[src/rtl/sdram_arbiter.sv]
// sdram_arbiter: shares one SDRAM command port between two requesters and injects periodic refresh.
// Define SDRAM_ARB_RR_EN for round-robin P0/P1 arbitration; otherwise P0 has fixed priority.
module sdram_arbiter #(
  parameter int REFRESH_CYCLES = 374,
  parameter int TIMEOUT_CYCLES = 64
) (
  input  logic        clk_48mhz_i,
  input  logic        rst_n_i,
  input  logic        p0_req_i,
  input  logic        p0_wr_i,
  input  logic [1:0]  p0_bank_i,
  input  logic [12:0] p0_row_i,
  input  logic [8:0]  p0_col_i,
  input  logic [15:0] p0_wdata_i,
  input  logic        p1_req_i,
  input  logic        p1_wr_i,
  input  logic [1:0]  p1_bank_i,
  input  logic [12:0] p1_row_i,
  input  logic [8:0]  p1_col_i,
  input  logic [15:0] p1_wdata_i,
  output logic        p0_ack_o,
  output logic        p1_ack_o,
  output logic [15:0] rd_data_o,
  output logic [1:0]  grant_o,
  output logic [1:0]  sd_cmd_o,
  output logic [1:0]  sd_bank_o,
  output logic [12:0] sd_row_o,
  output logic [8:0]  sd_col_o,
  output logic [15:0] sd_din_o,
  input  logic        sd_status_i,
  input  logic [15:0] sd_data_read_i,
  output logic        err_timeout_o
);

  // IDLE pick winner | ISSUE drive cmd | WAIT_BUSY await busy | WAIT_DONE await ready | RESPOND ack
  typedef enum logic [2:0] {
    S_IDLE,
    S_ISSUE,
    S_WAIT_BUSY,
    S_WAIT_DONE,
    S_RESPOND
  } state_t;

  localparam logic [1:0] CMD_IDLE  = 2'd0;
  localparam logic [1:0] CMD_READ  = 2'd1;
  localparam logic [1:0] CMD_WRITE = 2'd2;
  localparam logic [1:0] CMD_REF   = 2'd3;
  localparam logic [8:0] REF_RELOAD = 9'(REFRESH_CYCLES - 1);
  localparam logic [6:0] TMO_LAST   = 7'(TIMEOUT_CYCLES - 1);

  state_t      state_q;
  logic [1:0]  cmd_q;
  logic [1:0]  grant_q;
  logic [1:0]  sd_cmd_q;
  logic [1:0]  sd_bank_q;
  logic [12:0] sd_row_q;
  logic [8:0]  sd_col_q;
  logic [15:0] sd_din_q;
  logic [15:0] rd_data_q;
  logic        p0_ack_q;
  logic        p1_ack_q;
  logic        err_q;
  logic [6:0]  tmo_q;
  logic [8:0]  ref_cnt_q;
  logic [8:0]  ref_cnt_d;
  logic        ref_pend_q;
  logic        tmo_hit;

  logic        pick_p1;
  logic        sel_wr;
  logic [1:0]  sel_bank;
  logic [12:0] sel_row;
  logic [8:0]  sel_col;
  logic [15:0] sel_din;

`ifdef SDRAM_ARB_RR_EN
  logic        rr_last_p0_q;
`endif

  always_comb begin
`ifdef SDRAM_ARB_RR_EN
    // On a tie the port that was not served last wins.
    pick_p1 = p1_req_i && (!p0_req_i || rr_last_p0_q);
`else
    pick_p1 = p1_req_i && !p0_req_i;
`endif
    sel_wr    = pick_p1 ? p1_wr_i    : p0_wr_i;
    sel_bank  = pick_p1 ? p1_bank_i  : p0_bank_i;
    sel_row   = pick_p1 ? p1_row_i   : p0_row_i;
    sel_col   = pick_p1 ? p1_col_i   : p0_col_i;
    sel_din   = pick_p1 ? p1_wdata_i : p0_wdata_i;
    ref_cnt_d = (ref_cnt_q == '0) ? REF_RELOAD : ref_cnt_q - 9'd1;
    tmo_hit   = (tmo_q == TMO_LAST);
  end

  always_ff @(posedge clk_48mhz_i or negedge rst_n_i) begin
    if (!rst_n_i) begin
      state_q    <= S_IDLE;
      cmd_q      <= CMD_IDLE;
      grant_q    <= '0;
      sd_cmd_q   <= CMD_IDLE;
      sd_bank_q  <= '0;
      sd_row_q   <= '0;
      sd_col_q   <= '0;
      sd_din_q   <= '0;
      rd_data_q  <= '0;
      p0_ack_q   <= 1'b0;
      p1_ack_q   <= 1'b0;
      err_q      <= 1'b0;
      tmo_q      <= '0;
      ref_cnt_q  <= REF_RELOAD;
      ref_pend_q <= 1'b0;
`ifdef SDRAM_ARB_RR_EN
      rr_last_p0_q <= 1'b0;
`endif
    end else begin
      ref_cnt_q <= ref_cnt_d;
      // Expiry wins over the clear so a refresh is never lost; at most one is ever pending.
      if (ref_cnt_q == '0) begin
        ref_pend_q <= 1'b1;
      end else if (state_q == S_ISSUE && cmd_q == CMD_REF) begin
        ref_pend_q <= 1'b0;
      end
      p0_ack_q <= 1'b0;
      p1_ack_q <= 1'b0;

      case (state_q)
        S_IDLE: begin
          if (sd_status_i) begin
            if (ref_pend_q) begin
              cmd_q   <= CMD_REF;
              grant_q <= '0;
              state_q <= S_ISSUE;
            end else if (p0_req_i || p1_req_i) begin
              cmd_q     <= sel_wr ? CMD_WRITE : CMD_READ;
              grant_q   <= pick_p1 ? 2'b10 : 2'b01;
              sd_bank_q <= sel_bank;
              sd_row_q  <= sel_row;
              sd_col_q  <= sel_col;
              sd_din_q  <= sel_din;
`ifdef SDRAM_ARB_RR_EN
              rr_last_p0_q <= !pick_p1;
`endif
              state_q   <= S_ISSUE;
            end
          end
        end
        S_ISSUE: begin
          sd_cmd_q <= cmd_q;
          tmo_q    <= '0;
          state_q  <= S_WAIT_BUSY;
        end
        S_WAIT_BUSY: begin
          sd_cmd_q <= CMD_IDLE;
          tmo_q    <= tmo_q + 7'd1;
          if (!sd_status_i) begin
            state_q <= S_WAIT_DONE;
          end else if (tmo_hit) begin
            err_q     <= 1'b1;
            rd_data_q <= '0;
            state_q   <= S_RESPOND;
          end
        end
        S_WAIT_DONE: begin
          tmo_q <= tmo_q + 7'd1;
          if (sd_status_i) begin
            if (cmd_q == CMD_READ) begin
              rd_data_q <= sd_data_read_i;
            end
            state_q <= S_RESPOND;
          end else if (tmo_hit) begin
            err_q     <= 1'b1;
            rd_data_q <= '0;
            state_q   <= S_RESPOND;
          end
        end
        S_RESPOND: begin
          p0_ack_q <= grant_q[0];
          p1_ack_q <= grant_q[1];
          grant_q  <= '0;
          state_q  <= S_IDLE;
        end
        default: state_q <= S_IDLE;
      endcase
    end
  end

  assign p0_ack_o      = p0_ack_q;
  assign p1_ack_o      = p1_ack_q;
  assign rd_data_o     = rd_data_q;
  assign grant_o       = grant_q;
  assign sd_cmd_o      = sd_cmd_q;
  assign sd_bank_o     = sd_bank_q;
  assign sd_row_o      = sd_row_q;
  assign sd_col_o      = sd_col_q;
  assign sd_din_o      = sd_din_q;
  assign err_timeout_o = err_q;

endmodule

[config.mk]
export PLATFORM = sky130hd
export DESIGN_NAME = sdram_arbiter
export DESIGN_NICKNAME = d
export VERILOG_FILES = /design/src/rtl/sdram_arbiter.sv
export SDC_FILE = /design/constraint.sdc
export NUM_CORES = 1
export LEC_CHECK = 0
export CAP_MARGIN = 20
export CORE_MARGIN = 2
export CORE_UTILIZATION = 45
export CTS_BUF_LIST = sky130_fd_sc_hd__clkbuf_8
export DETAILED_ROUTE_END_ITERATION = 8
export GPL_ROUTABILITY_DRIVEN = 1
export PLACE_DENSITY = 0.83
export REMOVE_ABC_BUFFERS = 1
export SLEW_MARGIN = 40
export SYNTH_ARGS = -nofsm -noshare
export SYNTH_HDL_FRONTEND = slang
export SYNTH_SLANG_ARGS = --single-unit
[constraint.sdc]
create_clock -name clk_48mhz_i -period 2.56 [get_ports clk_48mhz_i]
set_input_delay 0.512 -clock clk_48mhz_i [delete_from_list [all_inputs] [get_ports clk_48mhz_i]]
set_output_delay 0.512 -clock clk_48mhz_i [all_outputs]
set_load 0.05 [all_outputs]
# Word level (Yosys, flattened, before mapping)
# Cells that the tools add are included.
[op_classes]
n_addsub = 2
eq_ne = 12
mux = 36
n_bitwise = 1
n_reduce_logical = 19
[ops]
columns = ["operator", "count"]
rows = [
  ["16-bit two-way mux", 5],
  ["16-bit one-hot mux with 2 select lines", 1],
  ["3-bit two-way mux", 6],
  ["9-bit two-way mux", 2],
  ["2-bit two-way mux", 8],
  ["7-bit one-hot mux with 2 select lines", 1],
  ["13-bit two-way mux", 1],
  ["3-bit one-hot mux with 4 select lines", 1],
  ["3-bit AND reduction", 4],
  ["2-bit nonzero test", 6],
  ["9-bit zero test", 1],
  ["9-bit by 1-bit subtractor with 9-bit output, second input constant", 1],
  ["1-bit two-way mux", 8],
  ["2-bit one-hot mux with 2 select lines", 2],
  ["7-bit by 1-bit adder with 7-bit output, second input constant", 1],
  ["7-bit by 6-bit equality test with 1-bit output, second input constant", 1],
  ["3-bit by 2-bit equality test with 1-bit output, second input constant", 2],
  ["2-bit inequality test, second input constant", 3],
  ["3-bit inequality test, second input constant", 2],
  ["4-bit AND reduction", 1],
  ["3-bit by 1-bit equality test with 1-bit output, second input constant", 1],
  ["3-bit equality test, second input constant", 1],
  ["3-bit zero test", 1],
  ["2-bit by 1-bit equality test with 1-bit output, second input constant", 1],
  ["other kinds (8)", 9],
]
[totals]
register_bits = 85
word_cells = 85

# Logic depth before layout (Yosys ltp)
# Gate-level depths: netlist of run 1.
[logic_depth]
depth_word = 7
depth_mapped = 6
depth_no_buf = 5

# Least setup slack after synthesis of run 1
# No wires, ideal clock.
[synth_path]
kind = "input-to-reg"
startpoint = "in sd_status_i"
endpoint = "reg sd_din_q[10] (netlist: sd_din_o[10])"
t_arrival_ps = 1819
t_required_ps = 2435
slack_ps = 616
path_stages = 5
n_path_buf = 2
path_cell_list = "clkbuf_1 inv_1 nor4_4 buf_6 mux2_2"
[synth_via]
elab_chain_len = 1
[synth_lines]
columns = ["item", "line", "rtl"]
rows = [
  ["start, declared", "30", "input logic sd_status_i,"],
  ["4-bit AND reduction (no source line)", "--", ""],
  ["end signal, assigned", "140", "sd_din_q <= sel_din;"],
  ["end, declared", "58", "logic [15:0] sd_din_q;"],
]
# No other way between the ends.
# A chain may end at the register's enable or synchronous reset.

# Worst setup path after layout of run 1
[layout_path]
startpoint = "reg grant_q[1] (netlist: grant_o[1])"
endpoint = "out grant_o[1]"
[layout_lines]
columns = ["item", "line", "rtl"]
rows = [
  ["start, declared", "53", "logic [1:0] grant_q;"],
  ["start signal, assigned", "136", "grant_q <= pick_p1 ? 2'b10 : 2'b01;"],
  ["end, declared", "24", "output logic [1:0] grant_o,"],
]
# No word-level cell between the ends.

==> results of run 1 <==
[how the worst max path moves through the flow]
stage	start	to	cells after the start
finish	grant_o[1]	grant_o[1]	1
global route	grant_o[1]	grant_o[1]	1
CTS	grant_o[1]	grant_o[1]	1
detailed placement	p1_req_i	sd_din_o[1]	5
global placement	p1_req_i	sd_din_o[1]	5
floorplan	p0_req_i	sd_din_o[1]	3
[per-stage QoR]
stage                     setup TNS, ns  setup slack (ns)  cell area [um2]  hold slack [ns]  power [W]
after floorplan                  -29.45            -0.721             4070            0.216    0.00450
after global placement                0             0.284             5990            0.458    0.00577
after detailed placement              0             0.273             5990            0.458    0.00586
after CTS                             0             0.410             6190            0.158    0.00680
after global routing                  0             0.380             6190            0.186    0.00708
final                                 0             0.440             6190            0.144    0.00676
[worst register-to-register path, stage by stage (launching register included)]
cell and delay [ns]:
dfrtp_1 0.39, or3_4 0.42, nor4_4 0.30, buf_12 0.25
mux2_2 0.38
[cell families (layout without fill, tap and decap cells)]
family / after synthesis / count (layout) / share of synthesized area
buf+inv: 32 / 202 / 0.0364
simple gates: 56 / 56 / 0.0788
fa+ha+maj: 2 / 2 / 0.00597
flops: 85 / 85 / 0.509
mux: 84 / 84 / 0.225
xor+xnor: 5 / 5 / 0.0104
compound gates: 81 / 81 / 0.134
[cell type report]
class	count	area (um2)
clock buffers	9	124
clock inverters	7	72.6
fillers	703	2960
inverters	7	26.3
multi-input cells	228	1920
flip-flops and latches	85	2130
well taps	111	139
repair buffers	179	1780
[metal layers]
layer,GRT usage,wire length (um),vias to the layer above
met3,0.0472,742,10
met2,0.358,5400,124
met5,0,0,-
met4,0.0558,135,0
li1,-,-,1622
met1,0.256,4280,1669
[cells in the mapped netlist, types with 2 or more instances]
cell and instances:
mux2_2 81, inv_1 7, o31ai_1 4, ha_1 2
nor2_1 10, nand3b_1 2, o21ai_0 37, buf_6 4
o211ai_1 3, xnor2_1 3, mux2_1 2, nor3_1 2
dfrtp_1 79, clkbuf_1 19, xor2_1 2, nand3_1 4
nand2b_1 4, nor2b_1 2, and3b_1 2, or4_1 4
a22o_1 3, a32oi_1 16, nor4_1 3, or3_1 2
a22oi_1 2, o311ai_0 4, dfstp_2 6, nand2_1 11
and3_1 2, nand4_1 3
[power groups by stage]
stage / Combinational [W] / Clock [W] / Sequential [W]
after detailed placement: 0.00373 / 0 / 0.00213
final: 0.00372 / 0.000948 / 0.00209
after global placement: 0.00367 / 0 / 0.00210
after floorplan: 0.000974 / 0 / 0.00352
after global routing: 0.00389 / 0.00102 / 0.00217
after CTS: 0.00373 / 0.000974 / 0.00210
[sequential cells by signal, summed over array words and instances (netlist names)]
name,count
sd_row_o,13
sd_din_o,16
sd_bank_o,2
grant_o,2
ref_pend_q,1
state_q,3
cmd_q,2
tmo_q,7
p0_ack_o,1
sd_col_o,9
ref_cnt_q,9
err_timeout_o,1
rd_data_o,16
p1_ack_o,1
sd_cmd_o,2
==> impl_metrics.env, run 1 <==
export IMPL_cp_num_buf_inv=1
export IMPL_port_buffers=165
export IMPL_diodes=0
export IMPL_switching_share=0.448
export IMPL_yosysUniqueCellTypes=50
export IMPL_clk_path_buf_depth=2
export IMPL_final_common_cell="clkdlybuf4s50_1"
export IMPL_path_clk_slew_ns=0.09
export IMPL_cp_data_arrival_time_ns=1.61
export IMPL_pwr_share_clk=0.140
export IMPL_htreeDepth=3
export IMPL_fin_crit_sh=0.828
export IMPL_hpwlAfterDp_um=7770
export IMPL_wl_per_cell_um=16.9
export IMPL_die_area_um2=10100
export IMPL_p_sw_w=0.00303
export IMPL_grt_max_degree=47
export IMPL_vias_per_cell=5.47
export IMPL_max_slew_margin=0.444
export IMPL_path_delay_family="buffers and inverters"
export IMPL_worst_r2r_startpoint="state_q[0]"
export IMPL_avgSynthCellArea_um2=12.2
export IMPL_async_reset_ff_frac=1.00
export IMPL_fin_crit_ns=2.12
export IMPL_instances_no_fill=626
export IMPL_postCtsSetupBuffers=0
export IMPL_ys_seq_area_frac=0.509
export IMPL_track_usage=0.205
export IMPL_power_leakage_nw=2.41
export IMPL_cts_resized=0
export IMPL_core_area_um2=9150
export IMPL_setup_viol=0
export IMPL_cp_end_kind="output pin"
export IMPL_r2r_slack_ns=0.72
export IMPL_clock_latency_ns=0.35
export IMPL_finalHoldViolCount=0
export IMPL_max_freq_mhz=472
export IMPL_r2r_end="sd_din_o[9]"
export IMPL_drive_above_1_share=0.243
export IMPL_layout_common_cells="clkdlybuf4s50_1, mux2_2, dfrtp_1"
export IMPL_yosys_warnings=0
export IMPL_antenna_found_initial=0
export IMPL_cp_start_kind="flip-flop"
export IMPL_crit_type="flip-flop to output pin"
export IMPL_gp_congestion=0.756
export IMPL_area_growth_pct=47.7
export IMPL_drc=0
export IMPL_synth_edf_count=0
export IMPL_clock_sinks=85
export IMPL_yosysTopAreaCellShare=0.472
export IMPL_rsz0062_at_grt="false"
export IMPL_postCtsHoldBufs=0
export IMPL_critical_path_cell_chain="clkdlybuf4s50_1"
export IMPL_syn_area_um2=4190
export IMPL_rows=35
export IMPL_cp_slowest_cell="clkdlybuf4s50_1"
export IMPL_grt_pass1_wl_um=16500
export IMPL_p_per_area_nw_per_um2=1090
export IMPL_pwr_share_seq=0.310
export IMPL_pin_count=166
export IMPL_dr_pass1_iters=4
export IMPL_max_stage_delay_ns=0.87
export IMPL_final_util=0.677
export IMPL_ir_drop_v=0.000579
export IMPL_final_nets=615
export IMPL_grt_pass1_vias=3364
export IMPL_combPwrFrac=0.550
export IMPL_yosys_top_cells_area="dfrtp_1, mux2_2, o21ai_0"
export IMPL_min_path_type="input port to async pin"
export IMPL_numCtsBuffers=9
export IMPL_worst_pin_slew_ns=0.833
export IMPL_placedCellCount=610
export IMPL_critPathRequiredTime_ns=2.05
export IMPL_ff2ff_path_depth=4
export IMPL_cts_root_buffer="clkbuf_8"
export IMPL_clock_skew_ns=0.0107
export IMPL_drt_iter0_drc=170
export IMPL_synth_ff_type="dfrtp_1"
export IMPL_cts_tree="done"
export IMPL_slew_violations=0
export IMPL_max_cap_violations=0
export IMPL_die_w_um=101
export IMPL_synth_seq_cells=85
export IMPL_grt_overflow=0
export IMPL_p_int_w=0.00373
export IMPL_via_count=3425
export IMPL_synth_cells=345
export IMPL_outcome="finished, final reports clean"
export IMPL_synth_area_leader_cell="dfrtp_1"
export IMPL_path_max_fanout=4
export IMPL_totalWireLength_um=10600
export IMPL_antenna_left=0
export IMPL_die_h_um=101
export IMPL_initial_core_util=0.458
Power figures use the tool's default switching activity.
==> inputs of run 2 (changes only) <==
==> constraint.sdc (replaced) <==
create_clock -name clk_48mhz_i -period 2.1 [get_ports clk_48mhz_i]
set_input_delay 0.42 -clock clk_48mhz_i [delete_from_list [all_inputs] [get_ports clk_48mhz_i]]
set_output_delay 0.42 -clock clk_48mhz_i [all_outputs]
set_load 0.05 [all_outputs]
==> run 2 against run 1 <==
  * Critical path depth stayed put
  * Die area is the same
  * Final cell count increased by 0.16%
  * Worst hold slack worse by 0.13 ns
  * Largest power group unchanged
==> impl_metrics.env, run 2 (same netlist as run 1, synthesis figures left out) <==
export IMPL_critical_path_cell_chain="clkdlybuf4s50_1"
export IMPL_gp_congestion=0.765
export IMPL_cts_root_buffer="clkbuf_8"
export IMPL_ff2ff_path_depth=4
export IMPL_max_freq_mhz=506
export IMPL_grt_overflow=0
export IMPL_critPathRequiredTime_ns=1.68
export IMPL_max_stage_delay_ns=0.83
export IMPL_finalPower_w=0.00838
export IMPL_wl_per_cell_um=17.3
export IMPL_die_area_um2=10100
export IMPL_vias_per_cell=5.66
export IMPL_crit_start="grant_o[0]"
export IMPL_power_leakage_nw=2.45
export IMPL_drive_above_1_share=0.238
export IMPL_cp_data_arrival_time_ns=1.56
export IMPL_cts_resized=0
export IMPL_rsz0062_at_grt="false"
export IMPL_path_clk_slew_ns=0.08
export IMPL_die_h_um=101
export IMPL_postCtsSetupBuffers=0
export IMPL_r2r_slack_ns=0.22
export IMPL_ir_drop_v=0.000596
export IMPL_worst_pin_slew_ns=0.706
export IMPL_antenna_left=0
export IMPL_finalHoldViolCount=0
export IMPL_cp_start_kind="flip-flop"
export IMPL_diodes=0
export IMPL_pin_count=166
export IMPL_die_w_um=101
export IMPL_initial_core_util=0.458
export IMPL_track_usage=0.217
export IMPL_grt_pass1_vias=3652
export IMPL_fin_crit_sh=0.941
export IMPL_worst_r2r_startpoint="state_q[0]"
export IMPL_cp_endpoint="grant_o[0]"
export IMPL_cp_num_buf_inv=1
export IMPL_drc=0
export IMPL_final_nets=616
export IMPL_holdWs_ns=0.0140
export IMPL_area_growth_pct=48.6
export IMPL_layout_common_cells="clkdlybuf4s50_1, mux2_2, dfrtp_1"
export IMPL_totalWireLength_um=10900
export IMPL_final_common_cell="clkdlybuf4s50_1"
export IMPL_p_per_area_nw_per_um2=1350
export IMPL_max_slew_margin=0.529
export IMPL_clk_path_buf_depth=2
export IMPL_antenna_found_initial=0
export IMPL_worst_path_stages=1
export IMPL_r2r_end="sd_col_o[7]"
export IMPL_fin_crit_ns=1.98
export IMPL_setup_viol=0
export IMPL_path_delay_family="buffers and inverters"
export IMPL_rows=35
export IMPL_instances_no_fill=627
export IMPL_port_buffers=165
export IMPL_grt_max_degree=51
export IMPL_grt_pass1_wl_um=17400
export IMPL_clock_latency_ns=0.34
export IMPL_outcome="finished, final reports clean"
export IMPL_core_area_um2=9150
export IMPL_drt_iter0_drc=147
export IMPL_hpwlAfterDp_um=8160
export IMPL_path_max_fanout=4
export IMPL_crit_type="flip-flop to output pin"
export IMPL_dr_pass1_iters=5
export IMPL_min_path_type="input port to async pin"
export IMPL_htreeDepth=3
export IMPL_cp_slowest_cell="clkdlybuf4s50_1"
export IMPL_cp_end_kind="output pin"
export IMPL_clock_skew_ns=0.00983
export IMPL_via_count=3546
export IMPL_placedCellCount=611
export IMPL_max_cap_violations=0
export IMPL_numCtsBuffers=9
export IMPL_slew_violations=0
export IMPL_clock_sinks=85
export IMPL_cts_tree="done"
export IMPL_postCtsHoldBufs=0
run 2: changes by cell type in the layout (fill, tap and decap cells not counted), sizes merged:
cell           delta
clkdlybuf4s50     -1
bufinv            +1
buf               +2
inv               +1
clkinv            -1
clkinvlp          -1
run 2: area by class of cell:
type                       count  area, um2
timing repair buffer         180       1810
fill                         693       2920
tap                          111        139
inverter                       7       26.3
clock inverter                 7       83.8
clock buffer                   9        124
multi-input combinational    228       1910
sequential                    85       2130
run 2: worst min-delay path by stage:
stage                         to  slack [ns]  cells after the start
floorplan               cmd_q[0]        0.12                      0
global placement    sd_din_o[12]        0.40                      1
detailed placement  sd_din_o[12]        0.41                      1
CTS                 sd_din_o[12]        0.03                      1
global route        sd_din_o[12]        0.05                      1
finish              sd_din_o[12]        0.01                      1
run 2: worst register-to-register path, stage by stage (launching register included):
cell     delay, ns
dfrtp_1       0.39
or3_4         0.43
nor4_4        0.29
buf_12        0.28
mux2_2        0.38
run 2: through the flow:
step	util	instance area (um2)	TNS [ns]	setup slack (ns)
3_5_place_dp	0.658	6020	-0.745	-0.0337
2_1_floorplan	-	4070	-47.07	-1.09
5_1_grt	0.681	6230	0	0.0520
6_report	0.681	6230	0	0.125
3_3_place_gp	0.658	6020	0	0.0293
4_1_cts	0.681	6230	0	0.105
run 2: layer usage:
layer / GRT usage / up-vias / part of all wire
met2: 0.394 / 143 / 0.51
met5: 0 / - / 0
met4: 0.0632 / 0 / 0.014
met1: 0.259 / 1756 / 0.40
met3: 0.0451 / 16 / 0.071
li1: - / 1631 / -
run 2: power by group:
part	internal, W	total [W]	switching (W)
Sequential	0.00220	0.00256	0.000354
Combinational	0.00182	0.00461	0.00278
Clock	0.000656	0.00122	0.000561
Total	0.00468	0.00838	0.00370
==> inputs of run 3 (changes only) <==
--- a/config.mk
+++ b/config.mk
@@ -6,7 +6,7 @@
 export NUM_CORES = 1
 export LEC_CHECK = 0
 export CAP_MARGIN = 20
-export CORE_MARGIN = 2
+export CORE_MARGIN = 5
 export CORE_UTILIZATION = 45
 export CTS_BUF_LIST = sky130_fd_sc_hd__clkbuf_8
 export DETAILED_ROUTE_END_ITERATION = 8
==> constraint.sdc (replaced) <==
create_clock -name clk_48mhz_i -period 2.19 [get_ports clk_48mhz_i]
set_input_delay 0.438 -clock clk_48mhz_i [delete_from_list [all_inputs] [get_ports clk_48mhz_i]]
set_output_delay 0.438 -clock clk_48mhz_i [all_outputs]
set_load 0.05 [all_outputs]
==> run 3 against run 2 <==
  * Sequential share of layout area shrank 0.082 points
  * Utilization grew 0.16 points
  * Sequential power shrank 4%
  * Combinational power shrank 4%
  * Setup slack gained 0.016 ns
==> impl_metrics.env, run 3 (same netlist as run 1, synthesis figures left out) <==
export IMPL_rows=35
export IMPL_worst_r2r_startpoint="state_q[0]"
export IMPL_finalHoldViolCount=0
export IMPL_switching_share=0.446
export IMPL_vias_per_cell=5.61
export IMPL_die_h_um=107
export IMPL_fin_crit_sh=0.936
export IMPL_fin_crit_ns=2.05
export IMPL_combPwrFrac=0.548
export IMPL_cts_root_buffer="clkbuf_8"
export IMPL_path_max_fanout=4
export IMPL_outcome="finished, final reports clean"
export IMPL_power_leakage_nw=2.45
export IMPL_port_buffers=165
export IMPL_cp_start_kind="flip-flop"
export IMPL_via_count=3527
export IMPL_antenna_found_initial=0
export IMPL_r2r_slack_ns=0.34
export IMPL_initial_core_util=0.458
export IMPL_grt_max_degree=40
export IMPL_numCtsBuffers=9
export IMPL_layout_common_cells="clkdlybuf4s50_1, mux2_2, dfrtp_1"
export IMPL_pwr_share_seq=0.304
export IMPL_drt_iter0_drc=129
export IMPL_clock_latency_ns=0.36
export IMPL_area_growth_pct=48.9
export IMPL_clock_skew_ns=0.0100
export IMPL_max_cap_violations=0
export IMPL_crit_type="flip-flop to output pin"
export IMPL_cp_slowest_cell="clkdlybuf4s50_1"
export IMPL_final_common_cell="clkdlybuf4s50_1"
export IMPL_min_path_type="input port to async pin"
export IMPL_totalWireLength_um=11500
export IMPL_final_nets=618
export IMPL_final_util=0.682
export IMPL_path_clk_slew_ns=0.09
export IMPL_track_usage=0.203
export IMPL_max_stage_delay_ns=0.86
export IMPL_grt_pass1_wl_um=18600
export IMPL_pwr_share_clk=0.149
export IMPL_fillerInstances=691
export IMPL_drive_above_1_share=0.247
export IMPL_antenna_left=0
export IMPL_hpwlAfterDp_um=8790
export IMPL_slew_violations=0
export IMPL_postCtsSetupBuffers=0
export IMPL_r2r_end="sd_bank_o[1]"
export IMPL_dr_pass1_iters=4
export IMPL_cp_end_kind="output pin"
export IMPL_gp_congestion=0.821
export IMPL_die_area_um2=11300
export IMPL_diodes=0
export IMPL_core_area_um2=9150
export IMPL_wl_per_cell_um=18.3
export IMPL_max_slew_margin=0.559
export IMPL_ff2ff_path_depth=4
export IMPL_critical_path_cell_chain="clkdlybuf4s50_1"
export IMPL_holdWs_ns=0.0135
export IMPL_cp_num_buf_inv=1
export IMPL_crit_start="grant_o[0]"
export IMPL_cts_resized=0
export IMPL_critPathRequiredTime_ns=1.75
export IMPL_postCtsHoldBufs=0
export IMPL_grt_pass1_vias=3668
export IMPL_drc=0
export IMPL_pin_count=166
export IMPL_p_sw_w=0.00360
export IMPL_setup_viol=0
export IMPL_max_freq_mhz=488
export IMPL_p_per_area_nw_per_um2=1290
export IMPL_path_delay_family="buffers and inverters"
export IMPL_grt_overflow=0
export IMPL_clock_sinks=85
export IMPL_clk_path_buf_depth=2
export IMPL_rsz0062_at_grt="false"
export IMPL_cp_data_arrival_time_ns=1.61
export IMPL_htreeDepth=3
export IMPL_die_w_um=107
export IMPL_p_int_w=0.00447
export IMPL_worst_pin_slew_ns=0.662
export IMPL_ir_drop_v=0.000539
export IMPL_cts_tree="done"
## run 3: per-layer routing
metal	vias up	part of all wire	global-route usage
met1	1723	0.40	0.248
met4	0	0.024	0.0630
met3	27	0.074	0.0583
li1	1632	-	-
met5	-	0	0
met2	145	0.50	0.348
## run 3: per-stage QoR
stage / setup slack, ns / total power (W) / std cells / TNS (ns) / area [um2]
after global placement: 0.0301 / 0.00679 / 613 / 0 / 6020
final: 0.141 / 0.00806 / 629 / 0 / 6240
after CTS: 0.119 / 0.00811 / 629 / 0 / 6240
after floorplan: -1.02 / 0.00526 / 320 / -42.48 / 4070
after detailed placement: 0.0356 / 0.00692 / 613 / 0 / 6020
after global routing: 0.0875 / 0.00845 / 629 / 0 / 6240
## run 3: layout make-up
cell class,instances,area (um2),area share
clock inverter,4,55.1,0.00882
sequential,85,2130,0.342
inverter,7,26.3,0.00421
clock buffer,12,165,0.0264
tap,111,139,0.0222
timing repair buffer,182,1810,0.290
multi-input combinational,228,1910,0.306
## run 3: power by group through the flow
stage	clock network, W	registers (W)	logic [W]
finish	0.00120	0.00245	0.00442
detailed placement	0	0.00248	0.00444
CTS	0.00122	0.00245	0.00445
global route	0.00129	0.00252	0.00464
global placement	0	0.00245	0.00434
floorplan	0	0.00412	0.00114
## run 3: worst max path at each step
| stage | slack (ns) | cells past startpoint | endpoint |
|---|---|---|---|
| after floorplan | -1.02 | 3 | sd_din_o[1] |
| after global placement | 0.03 | 5 | sd_din_o[4] |
| after detailed placement | 0.04 | 5 | sd_bank_o[1] |
| after CTS | 0.12 | 1 | grant_o[0] |
| after global routing | 0.09 | 1 | grant_o[0] |
| final | 0.14 | 1 | grant_o[0] |
